==> config.mk <==
export PLATFORM = sky130hd
export DESIGN_NAME = vga_tile_renderer_flat
export DESIGN_NICKNAME = d
export VERILOG_FILES = /design/src/rtl/vga_tile_renderer_if.sv /design/src/rtl/vga_tile_renderer.sv /design/src/flat_wrapper.sv
export SDC_FILE = /design/constraint.sdc
export NUM_CORES = 1
export LEC_CHECK = 0
export CAP_MARGIN = 15
export CORE_MARGIN = 3
export CORE_UTILIZATION = 35
export DETAILED_ROUTE_END_ITERATION = 12
export PLACE_DENSITY = 0.53
export SLEW_MARGIN = 40
export SYNTH_ARGS = -nofsm -noshare
export SYNTH_HDL_FRONTEND = slang
export SYNTH_SLANG_ARGS = --single-unit
==> constraint.sdc <==
create_clock -name clk -period 7.4 [get_ports clk]
set_input_delay 0.74 -clock clk [delete_from_list [all_inputs] [get_ports clk]]
set_output_delay 0.74 -clock clk [all_outputs]
set_load 0.02 [all_outputs]
==> src/rtl/vga_tile_renderer_if.sv <==
// Tile map write port bundle: request (wr_en/wr_addr/wr_data) from the CPU
// side, one-cycle wr_ack / wr_err responses from the renderer.
interface vga_tile_renderer_if;
    logic       wr_en;
    logic [8:0] wr_addr;
    logic [3:0] wr_data;
    logic       wr_ack;
    logic       wr_err;

    modport master (
        output wr_en, wr_addr, wr_data,
        input  wr_ack, wr_err
    );

    modport slave (
        input  wr_en, wr_addr, wr_data,
        output wr_ack, wr_err
    );
endinterface

==> src/rtl/vga_tile_renderer.sv <==
// Tile-map VGA renderer: 3-stage pixel pipeline (index, map read, colour)
// advanced by pix_en, with a post-reset clear engine and a CPU write port.
// Ports: clk/reset, pix_en, tile coords + sub offsets, active/sync inputs,
// wr (write port interface), busy, RGB332 colour, delayed hsync/vsync.
module vga_tile_renderer #(
    parameter int MAP_W = 20,
    parameter int MAP_H = 15
) (
    input  logic       clk,
    input  logic       reset,
    input  logic       pix_en,
    input  logic [4:0] xSupPix,
    input  logic [3:0] ySupPix,
    input  logic [4:0] xSubCount,
    input  logic [4:0] ySubCount,
    input  logic       active_in,
    input  logic       hsync_in,
    input  logic       vsync_in,
    vga_tile_renderer_if.slave wr,
    output logic       busy,
    output logic [2:0] red,
    output logic [2:0] green,
    output logic [1:0] blue,
    output logic       hsync,
    output logic       vsync
);
    localparam int DEPTH = MAP_W * MAP_H;
    localparam logic [8:0] LAST = 9'(DEPTH - 1);
    localparam logic [8:0] DEPTH9 = 9'(DEPTH);

    typedef enum logic {CLEAR, RUN} state_t;

    state_t     state;
    logic [8:0] clr_addr;

    logic [3:0] map [DEPTH];
    logic       mem_we;
    logic [8:0] mem_waddr;
    logic [3:0] mem_wdata;
    logic       addr_ok;

    assign addr_ok = wr.wr_addr < DEPTH9;

    // Control FSM: clear sweep, then RUN with write responses.
    always_ff @(posedge clk or posedge reset) begin
        if (reset) begin
            state     <= CLEAR;
            clr_addr  <= '0;
            busy      <= 1'b1;
            wr.wr_ack <= 1'b0;
            wr.wr_err <= 1'b0;
        end else begin
            wr.wr_ack <= 1'b0;
            wr.wr_err <= 1'b0;
            case (state)
                CLEAR: begin
                    wr.wr_err <= wr.wr_en;
                    if (clr_addr == LAST) begin
                        state    <= RUN;
                        busy     <= 1'b0;
                        clr_addr <= '0;
                    end else begin
                        clr_addr <= clr_addr + 9'd1;
                    end
                end
                RUN: begin
                    if (wr.wr_en) begin
                        wr.wr_ack <= addr_ok;
                        wr.wr_err <= !addr_ok;
                    end
                end
                default: state <= CLEAR;
            endcase
        end
    end

    // Single write port shared by the clear engine and the CPU.
    always_comb begin
        mem_we    = 1'b0;
        mem_waddr = clr_addr;
        mem_wdata = 4'd0;
        if (state == CLEAR) begin
            mem_we = 1'b1;
        end else if (wr.wr_en && addr_ok) begin
            mem_we    = 1'b1;
            mem_waddr = wr.wr_addr;
            mem_wdata = wr.wr_data;
        end
    end

    always_ff @(posedge clk) begin
        if (mem_we)
            map[mem_waddr] <= mem_wdata;
    end

    // Stage 1: tile index and sideband.
    logic [8:0] s1_idx;
    logic [4:0] s1_sx, s1_sy;
    logic       s1_hs, s1_vs, s1_vis;
    // Stage 2: tile id and sideband.
    logic [3:0] s2_tile;
    logic [4:0] s2_sx, s2_sy;
    logic       s2_hs, s2_vs, s2_vis;

    logic [8:0] idx;
    logic       vis;

    // y*20 + x as shift-and-add
    assign idx = {1'b0, ySupPix, 4'b0000}
               + {3'b000, ySupPix, 2'b00}
               + {4'b0000, xSupPix};
    assign vis = active_in
               && (xSupPix < 5'(MAP_W))
               && (ySupPix < 4'(MAP_H));

    logic [7:0] fg;
    logic       fg_bit;
    logic [7:0] rgb_next;

    always_comb begin
        fg = 8'hFF;
        case (s2_tile[1:0])
            2'd0: fg = 8'hFF;
            2'd1: fg = 8'hE0;
            2'd2: fg = 8'h1C;
            2'd3: fg = 8'h03;
            default: fg = 8'hFF;
        endcase
        fg_bit = 1'b1;
        case (s2_tile[3:2])
            2'd0: fg_bit = 1'b1;
            2'd1: fg_bit = (s2_sx == 5'd0) || (s2_sx == 5'd31)
                        || (s2_sy == 5'd0) || (s2_sy == 5'd31);
            2'd2: fg_bit = s2_sx[2] ^ s2_sy[2];
            2'd3: fg_bit = (s2_sx == s2_sy);
            default: fg_bit = 1'b1;
        endcase
        rgb_next = 8'h00;
        if (s2_vis && (s2_tile != 4'd0) && (state == RUN) && fg_bit)
            rgb_next = fg;
    end

    always_ff @(posedge clk or posedge reset) begin
        if (reset) begin
            s1_idx  <= '0;
            s1_sx   <= '0;
            s1_sy   <= '0;
            s1_hs   <= 1'b1;
            s1_vs   <= 1'b1;
            s1_vis  <= 1'b0;
            s2_tile <= '0;
            s2_sx   <= '0;
            s2_sy   <= '0;
            s2_hs   <= 1'b1;
            s2_vs   <= 1'b1;
            s2_vis  <= 1'b0;
            red     <= '0;
            green   <= '0;
            blue    <= '0;
            hsync   <= 1'b1;
            vsync   <= 1'b1;
        end else if (pix_en) begin
            s1_idx  <= idx;
            s1_sx   <= xSubCount;
            s1_sy   <= ySubCount;
            s1_hs   <= hsync_in;
            s1_vs   <= vsync_in;
            s1_vis  <= vis;
            // Read sees the pre-write value on a same-cycle collision.
            s2_tile <= (s1_idx < DEPTH9) ? map[s1_idx] : 4'd0;
            s2_sx   <= s1_sx;
            s2_sy   <= s1_sy;
            s2_hs   <= s1_hs;
            s2_vs   <= s1_vs;
            s2_vis  <= s1_vis;
            red     <= rgb_next[7:5];
            green   <= rgb_next[4:2];
            blue    <= rgb_next[1:0];
            hsync   <= s2_hs;
            vsync   <= s2_vs;
        end
    end
endmodule

==> src/flat_wrapper.sv <==
// flat-port wrapper written by rule: the top's interface ports become plain ports
module vga_tile_renderer_flat 
#(
    parameter int MAP_W = 20,
    parameter int MAP_H = 15
)
  (clk, reset, pix_en, xSupPix, ySupPix, xSubCount, ySubCount, active_in, hsync_in, vsync_in, busy, red, green, blue, hsync, vsync, wr_wr_en, wr_wr_addr, wr_wr_data, wr_wr_ack, wr_wr_err);
  vga_tile_renderer_if wr_i ();
  input  logic clk;
  input  logic reset;
  input  logic pix_en;
  input  logic [4:0] xSupPix;
  input  logic [3:0] ySupPix;
  input  logic [4:0] xSubCount;
  input  logic [4:0] ySubCount;
  input  logic active_in;
  input  logic hsync_in;
  input  logic vsync_in;
  output logic busy;
  output logic [2:0] red;
  output logic [2:0] green;
  output logic [1:0] blue;
  output logic hsync;
  output logic vsync;
  input wire logic [$bits(wr_i.wr_en)-1:0] wr_wr_en;
  input wire logic [$bits(wr_i.wr_addr)-1:0] wr_wr_addr;
  input wire logic [$bits(wr_i.wr_data)-1:0] wr_wr_data;
  output wire logic [$bits(wr_i.wr_ack)-1:0] wr_wr_ack;
  output wire logic [$bits(wr_i.wr_err)-1:0] wr_wr_err;
  assign wr_i.wr_en = wr_wr_en;
  assign wr_i.wr_addr = wr_wr_addr;
  assign wr_i.wr_data = wr_wr_data;
  assign wr_wr_ack = wr_i.wr_ack;
  assign wr_wr_err = wr_i.wr_err;
  vga_tile_renderer #(.MAP_W(MAP_W), .MAP_H(MAP_H)) u_core (.clk(clk), .reset(reset), .pix_en(pix_en), .xSupPix(xSupPix), .ySupPix(ySupPix), .xSubCount(xSubCount), .ySubCount(ySubCount), .active_in(active_in), .hsync_in(hsync_in), .vsync_in(vsync_in), .wr(wr_i), .busy(busy), .red(red), .green(green), .blue(blue), .hsync(hsync), .vsync(vsync));
endmodule
==> results of run 1 <==
## area by class of cell
| type | count | area (sq um) |
|---|---|---|
| inverters | 14 | 52.6 |
| clock buffers | 164 | 3510 |
| well taps | 1890 | 2360 |
| diodes | 2 | 5.00 |
| fillers | 12621 | 85000 |
| flip-flops and latches | 1257 | 37500 |
| multi-input cells | 1211 | 12000 |
| clock inverters | 71 | 758 |
| repair buffers | 112 | 1140 |
## cell families (layout without fill, tap and decap cells)
group / Yosys count / in the layout
simple gates: 511 / 511
other cells: 0 / 2
mux: 429 / 429
flops: 1257 / 1257
buf+inv: 179 / 361
fa+ha+maj: 13 / 13
compound gates: 246 / 246
xor+xnor: 12 / 12
## report_power, final
| group | total, mW | internal (mW) | switching (mW) | leakage, nW |
|---|---|---|---|---|
| registers | 7.80 | 7.72 | 0.0785 | 13.0 |
| logic | 1.16 | 0.440 | 0.725 | 4.29 |
| clock network | 6.56 | 3.86 | 2.70 | 2.08 |
## how the worst max path moves through the flow
stage / startpoint / to / slack [ns] / cells after the start
floorplan: wr_wr_addr[7] / u_core.map[0][0] / 0.98 / 6
global placement: wr_wr_addr[7] / u_core.map[15][1] / 2.28 / 9
detailed placement: wr_wr_addr[7] / u_core.map[100][2] / 2.21 / 9
CTS: u_core.s1_idx[0] / u_core.s2_tile[2] / 2.80 / 7
global route: u_core.state / u_core.map[92][2] / 2.66 / 7
finish: u_core.s1_idx[0] / u_core.s2_tile[0] / 2.96 / 7
## flip-flops by register name, summed over array words and instances (netlist names), 4 cells and up
signal / count
u_core.s1_sy: 5
u_core.s1_sx: 5
u_core.clr_addr: 9
u_core.s1_idx: 9
u_core.s2_sy: 5
u_core.s2_sx: 5
u_core.s2_tile: 4
u_core.map: 1200
## stage by stage
stage	setup WS [ns]	cells	power, mW	instance area, sq um
after floorplan	0.982	2647	8.67	50400
after global placement	2.28	4480	9.09	52800
after detailed placement	2.21	4482	9.10	52900
after CTS	2.80	4717	15.6	57200
after global routing	2.66	4719	16.0	57300
final	2.96	4721	15.5	57300
## layout by cell type, fill, tap and decap left out, types with 6 or more instances in the layout
master           synthesis  layout
nand3_1                 21      20
bufinv_16                0      14
a221oi_1                10      10
o21ai_0                 27      27
nand2_1                 82      82
buf_4                   23      47
buf_12                   1       7
a2111oi_0                6       6
o22ai_1                 23      23
o221ai_1                25      25
clkinv_2                 0      19
mux4_1                  10      10
edfxtp_1              1200    1200
mux2i_1                125     125
a211oi_1                19      19
a21oi_1                 50      50
xnor2_1                  9       9
inv_6                    0       7
ha_1                    11      11
a22o_1                   8       8
inv_1                   13      11
nor2_1                 327     324
dfrtp_1                 50      45
a22oi_1                 29      29
nand2_2                 12      11
o211ai_1                 6       6
o31ai_1                 10       7
dfstp_2                  7       7
clkbuf_1                58      28
clkdlybuf4s50_1          0      50
nand3b_1                13      13
mux4_2                 254     254
clkinv_1                 0      24
mux2_2                  40      40
nand4_1                  8       8
clkbuf_16                0     136
## per-layer routing
layer / part of all wire, % / wire length, um / track usage (%) / vias to the layer above
li1: - / - / - / 10861
met2: 47 / 63300 / 28.5 / 1131
met3: 8.5 / 11300 / 4.34 / 213
met1: 41 / 54600 / 24.2 / 13581
met5: 0 / 0 / 0 / -
met4: 3.1 / 4190 / 6.10 / 0
## worst reg2reg max path, delay by kind of cell, from the launching register on
kind,cells,cell delay [ns]
AO/OA/AOI/OAI,3,1.28
multiplexers,1,0.67
buffers and inverters,2,1.40
AND/OR/NAND/NOR,1,0.23
flip-flops,1,0.68
==> metrics, run 1 <==
critical setup path kind=flop to flop; max incr delay on CP=0.68 ns; cell count after synthesis=2647; global route overflow=0; Post-synth EDFFs=1200; setup TNS=0 ns; Hold/Removal Path Class=input pin to asynchronous set/reset pin; WL/cell=28.3 um; Final Cycle Share=60.0%; Area contributors post-synth=edfxtp_1 71%, mux4_2 11%, dfrtp_1 2.5%; most frequent cell after synthesis=edfxtp_1; Initial Utilization=35.5%; largest family of logic cells by synthesized area=multiplexers; clock buffer depth=3; Required @ worst endpoint=7.94 ns; simple-gate area share of the yosys netlist=4.35%; sequential share of the synthesized area=74.3%; cts hold-fix bufs=0; GRT Overall Usage=17.9%; Avg Cell Area, Syn=19.1 sq um; CP max stage cell=dfrtp_4; Antenna Nets Post-Route=0; gpl congestion=0.821; P&R area growth vs syn=13.5%; Worst Path Buf+Inv=2; nets@finish=2780; Pre-antenna DRT Iters=6; xor and xnor fraction of the mapped netlist area=0.208%; DIE WIDTH=386 um; Synth area leader=edfxtp_1; max cap viols=0; Syn. warnings=0; Worst-Margin Slew=0.843 ns; Resized cells post-CTS=0; Clock transition at path regs=0.06 ns; FF-to-FF End=u_core.s2_tile[0]; vias in the first global route=26887; clk root buf=clkbuf_16; mux share of post-synthesis cell area=15.2%; die height=386 um; Max-slew headroom=43.6%; Power Dens Cells=271 nW/um^2; Netlist cell types=71; Final Critical Period=4.44 ns; most frequent cells after synthesis=1200 x edfxtp_1, 327 x nor2_1, 254 x mux4_2; initial antenna violation count=5; Remaining DRCs=0; global-route wire length before repair=192000 um; Die ar.=149000 sq um; Mapped Nets=2699; vias per cell=5.46; Mapped Area=50400 sq um; status=finished, final reports clean; fmax=0.225 GHz; crit-path leading delay family=buffers and inverters; leakage power=19.4 nW; Skew-Pair Late Insertion Delay=0.74 ns; critical path launch point type=flop; share of the synthesized area in the top cell type=71.4%; DR iter-0 viols=2715; layout cells sized above 1=21.0%; Post-CTS Setup Bufs=0; max-slew violations=0; Critical Path End Type=flop; Seq cells post-synth=1257; via count=25786; final hold vios=0; Crit Path Max Fanout=35; Synth Flop Type=edfxtp_1; Max IR drop VDD=203 uV; final core occ=40.3%; ys async rst share=4.53%; clk sink count=1257; crit path cell chain=buf_4 -> buf_4 -> mux4_2 -> a211oi_1 -> nand2_1 -> a211oi_1 -> a41oi_1; FF-to-FF path depth=7; unrepaired setup endpoints after global routing=no; Final Skew=0.0279 ns; compound-gate portion of the synthesized area=3.40%; register-to-register path setup slack=2.96 ns; std cell rows=138; worst reg2reg startpoint=u_core.s1_idx[0]; # port buffers=51; CP arrival=4.98 ns; final setup fails=0; DP HPWL=78700 um; hold_ws=0.466 ns; DRT Wirelength=133000 um; Core Area=142000 sq um; pin count of the biggest net entering global routing=172; cts bufs inserted=132; CTS tree=done; I/O Pins=52; H-tree lvl count=4; post-synthesis adder-cell area fraction=0.352%
(Power assumes the default switching activity.)
==> run 2, diff against run 1 <==
--- a/config.mk
+++ b/config.mk
@@ -9,7 +9,7 @@
 export CORE_MARGIN = 3
 export CORE_UTILIZATION = 35
 export DETAILED_ROUTE_END_ITERATION = 12
-export PLACE_DENSITY = 0.53
+export PLACE_DENSITY = 0.55
 export SLEW_MARGIN = 40
 export SYNTH_ARGS = -nofsm -noshare
 export SYNTH_HDL_FRONTEND = slang
==> constraint.sdc (replaced) <==
create_clock -name clk -period 3.88 [get_ports clk]
set_input_delay 0.388 -clock clk [delete_from_list [all_inputs] [get_ports clk]]
set_output_delay 0.388 -clock clk [all_outputs]
set_load 0.02 [all_outputs]
==> metrics, run 2 (same netlist as run 1, synthesis figures left out) <==
Power Dens Cells=512 nW/um^2 (was 271 nW/um^2); worst reg2reg startpoint=u_core.s1_idx[3] (was u_core.s1_idx[0]); Final Skew=0.0262 ns (was 0.0279 ns); Antenna Nets Post-Route=0 (unchanged); max-slew violations=0 (unchanged); Worst-Margin Slew=0.825 ns (was 0.843 ns); FF-to-FF path depth=9 (was 7); max cap viols=0 (unchanged); CP arrival=4.27 ns (was 4.98 ns); status=finished, final reports clean (unchanged); hold path depth=3; DR iter-0 viols=2595 (was 2715); Die ar.=149000 sq um (unchanged); initial antenna violation count=2 (was 5); cts bufs inserted=131 (was 132); Clock transition at path regs=0.06 ns (about the same); WL/cell=27.6 um (was 28.3 um); CTS tree=done (unchanged); die height=386 um (unchanged); register-to-register path setup slack=0.16 ns (was 2.96 ns); unrepaired setup endpoints after global routing=no (unchanged); Final Critical Period=3.72 ns (was 4.44 ns); end of the critical path=u_core.s2_tile[0] (unchanged); global route overflow=0 (unchanged); commonest non-fill, non-tap cell in the layout=edfxtp_1 (unchanged); DRT Wirelength=132000 um (was 133000 um); GRT Overall Usage=17.8% (was 17.9%); layout cells sized above 1=22.5% (was 21.0%); critical setup path kind=flop to flop (unchanged); vias in the first global route=27038 (was 26887); gpl congestion=0.852 (was 0.821); Required @ worst endpoint=4.43 ns (was 7.94 ns); P&R area growth vs syn=14.7% (was 13.5%); final hold vios=0 (unchanged); final core occ=40.7% (was 40.3%); Core Area=142000 sq um (unchanged); DIE WIDTH=386 um (unchanged); largest reg by FF count=u_core.map (unchanged); setup TNS=0 ns (unchanged); Skew-Pair Late Insertion Delay=0.74 ns (about the same); critical path launch point type=flop (unchanged); Max IR drop VDD=446 uV (was 203 uV); clock buffer depth=3 (unchanged); clk root buf=clkbuf_16 (unchanged); Final Cycle Share=95.8% (was 60.0%); Resized cells post-CTS=0 (unchanged); most frequent cells in the layout=1200 x edfxtp_1, 326 x nor2_1, 254 x mux4_2 (was 1200 x edfxtp_1, 324 x nor2_1, 254 x mux4_2); via count=26308 (was 25786); clk sink count=1257 (unchanged); ANT cells=0 (was 2); final setup fails=0 (unchanged); Critical Path End Type=flop (unchanged); top flop regs=u_core.map (1200), u_core.clr_addr (9), u_core.s1_idx (9) (unchanged); Pre-antenna DRT Iters=5 (was 6); DP HPWL=81300 um (was 78700 um); # port buffers=51 (unchanged); hold_ws=0.115 ns (was 0.466 ns); Crit Path Max Fanout=11 (was 35); Remaining DRCs=0 (unchanged); FF-to-FF End=u_core.s2_tile[0] (unchanged); pin count of the biggest net entering global routing=157 (was 172); H-tree lvl count=4 (unchanged); Initial Utilization=35.5% (unchanged); global-route wire length before repair=193000 um (was 192000 um); leakage power=19.7 nW (was 19.4 nW); Layout fillers=12533 (was 12621); Hold/Removal Path Class=input pin to flop (was input pin to asynchronous set/reset pin); fmax=0.269 GHz (was 0.225 GHz); Worst Setup SP=u_core.s1_idx[3] (was u_core.s1_idx[0]); nets@finish=2845 (was 2780); max reg flops=1200 (unchanged); std cell rows=138 (unchanged); Max-slew headroom=44.7% (was 43.6%); I/O Pins=52 (unchanged); vias per cell=5.50 (was 5.46)
==> run 2: worst min path at each step <==
stage,start,end,slack (ns)
floorplan,u_core.s1_sx[0],u_core.s1_sx[0],0.47
global route,pix_en,u_core.red[1],0.12
CTS,pix_en,u_core.red[1],0.07
finish,pix_en,u_core.red[1],0.11
detailed placement,u_core.busy,u_core.busy,0.49
global placement,u_core.busy,u_core.busy,0.47
==> run 2: stage by stage <==
step / instances / power [mW] / worst slack, ns / cell area [sq um]
final: 4782 / 29.6 / 0.163 / 57900
after global routing: 4782 / 30.6 / 0.123 / 57900
after CTS: 4782 / 29.9 / 0.194 / 57900
after detailed placement: 4549 / 17.4 / -0.114 / 53600
after global placement: 4549 / 17.4 / -0.0151 / 53600
after floorplan: 2647 / 16.5 / -0.0328 / 50500
==> run 2: layer usage <==
layer / part of all wire (%) / vias to the layer above / global-route usage [%]
met1: 41 / 13968 / 24.2
met3: 7.6 / 201 / 3.90
li1: - / 11005 / -
met5: 0.0098 / - / 0
met2: 48 / 1132 / 28.7
met4: 2.5 / 2 / 5.45
==> run 2: power by group <==
group          internal [mW]  switching [mW]
Sequential              14.7           0.112
Combinational          0.926            1.40
Clock                   7.35            5.13
Total                   23.0            6.65
==> run 2: critical path: stages, from the launching register on <==
cell,delay [ns]
dfrtp_2,0.52
buf_4,0.30
and2_1,0.55
buf_4,0.38
and2_1,0.20
o22ai_1,0.09
a21oi_1,0.28
nand3_1,0.31
a211o_1,0.36
a41oi_1,0.52
==> run 2: final cells by class <==
| type | instances | area (sq um) | share of cell area (%) |
|---|---|---|---|
| Multi-Input combinational cell | 1211 | 11900 | 20.6 |
| Clock inverter | 59 | 678 | 1.17 |
| Timing Repair Buffer | 178 | 1790 | 3.09 |
| Inverter | 14 | 52.6 | 0.0908 |
| Sequential cell | 1257 | 37500 | 64.8 |
| Clock buffer | 173 | 3590 | 6.21 |
| Tap cell | 1890 | 2360 | 4.09 |
==> run 2: timing repair <==
| action | in CTS | in global routing |
|---|---|---|
| endpoints found under the setup margin | 0 | 0 |
| endpoints found under the hold margin | 2 | 0 |
| hold buffers | 1 | 0 |
| buffers inserted | 0 | 0 |
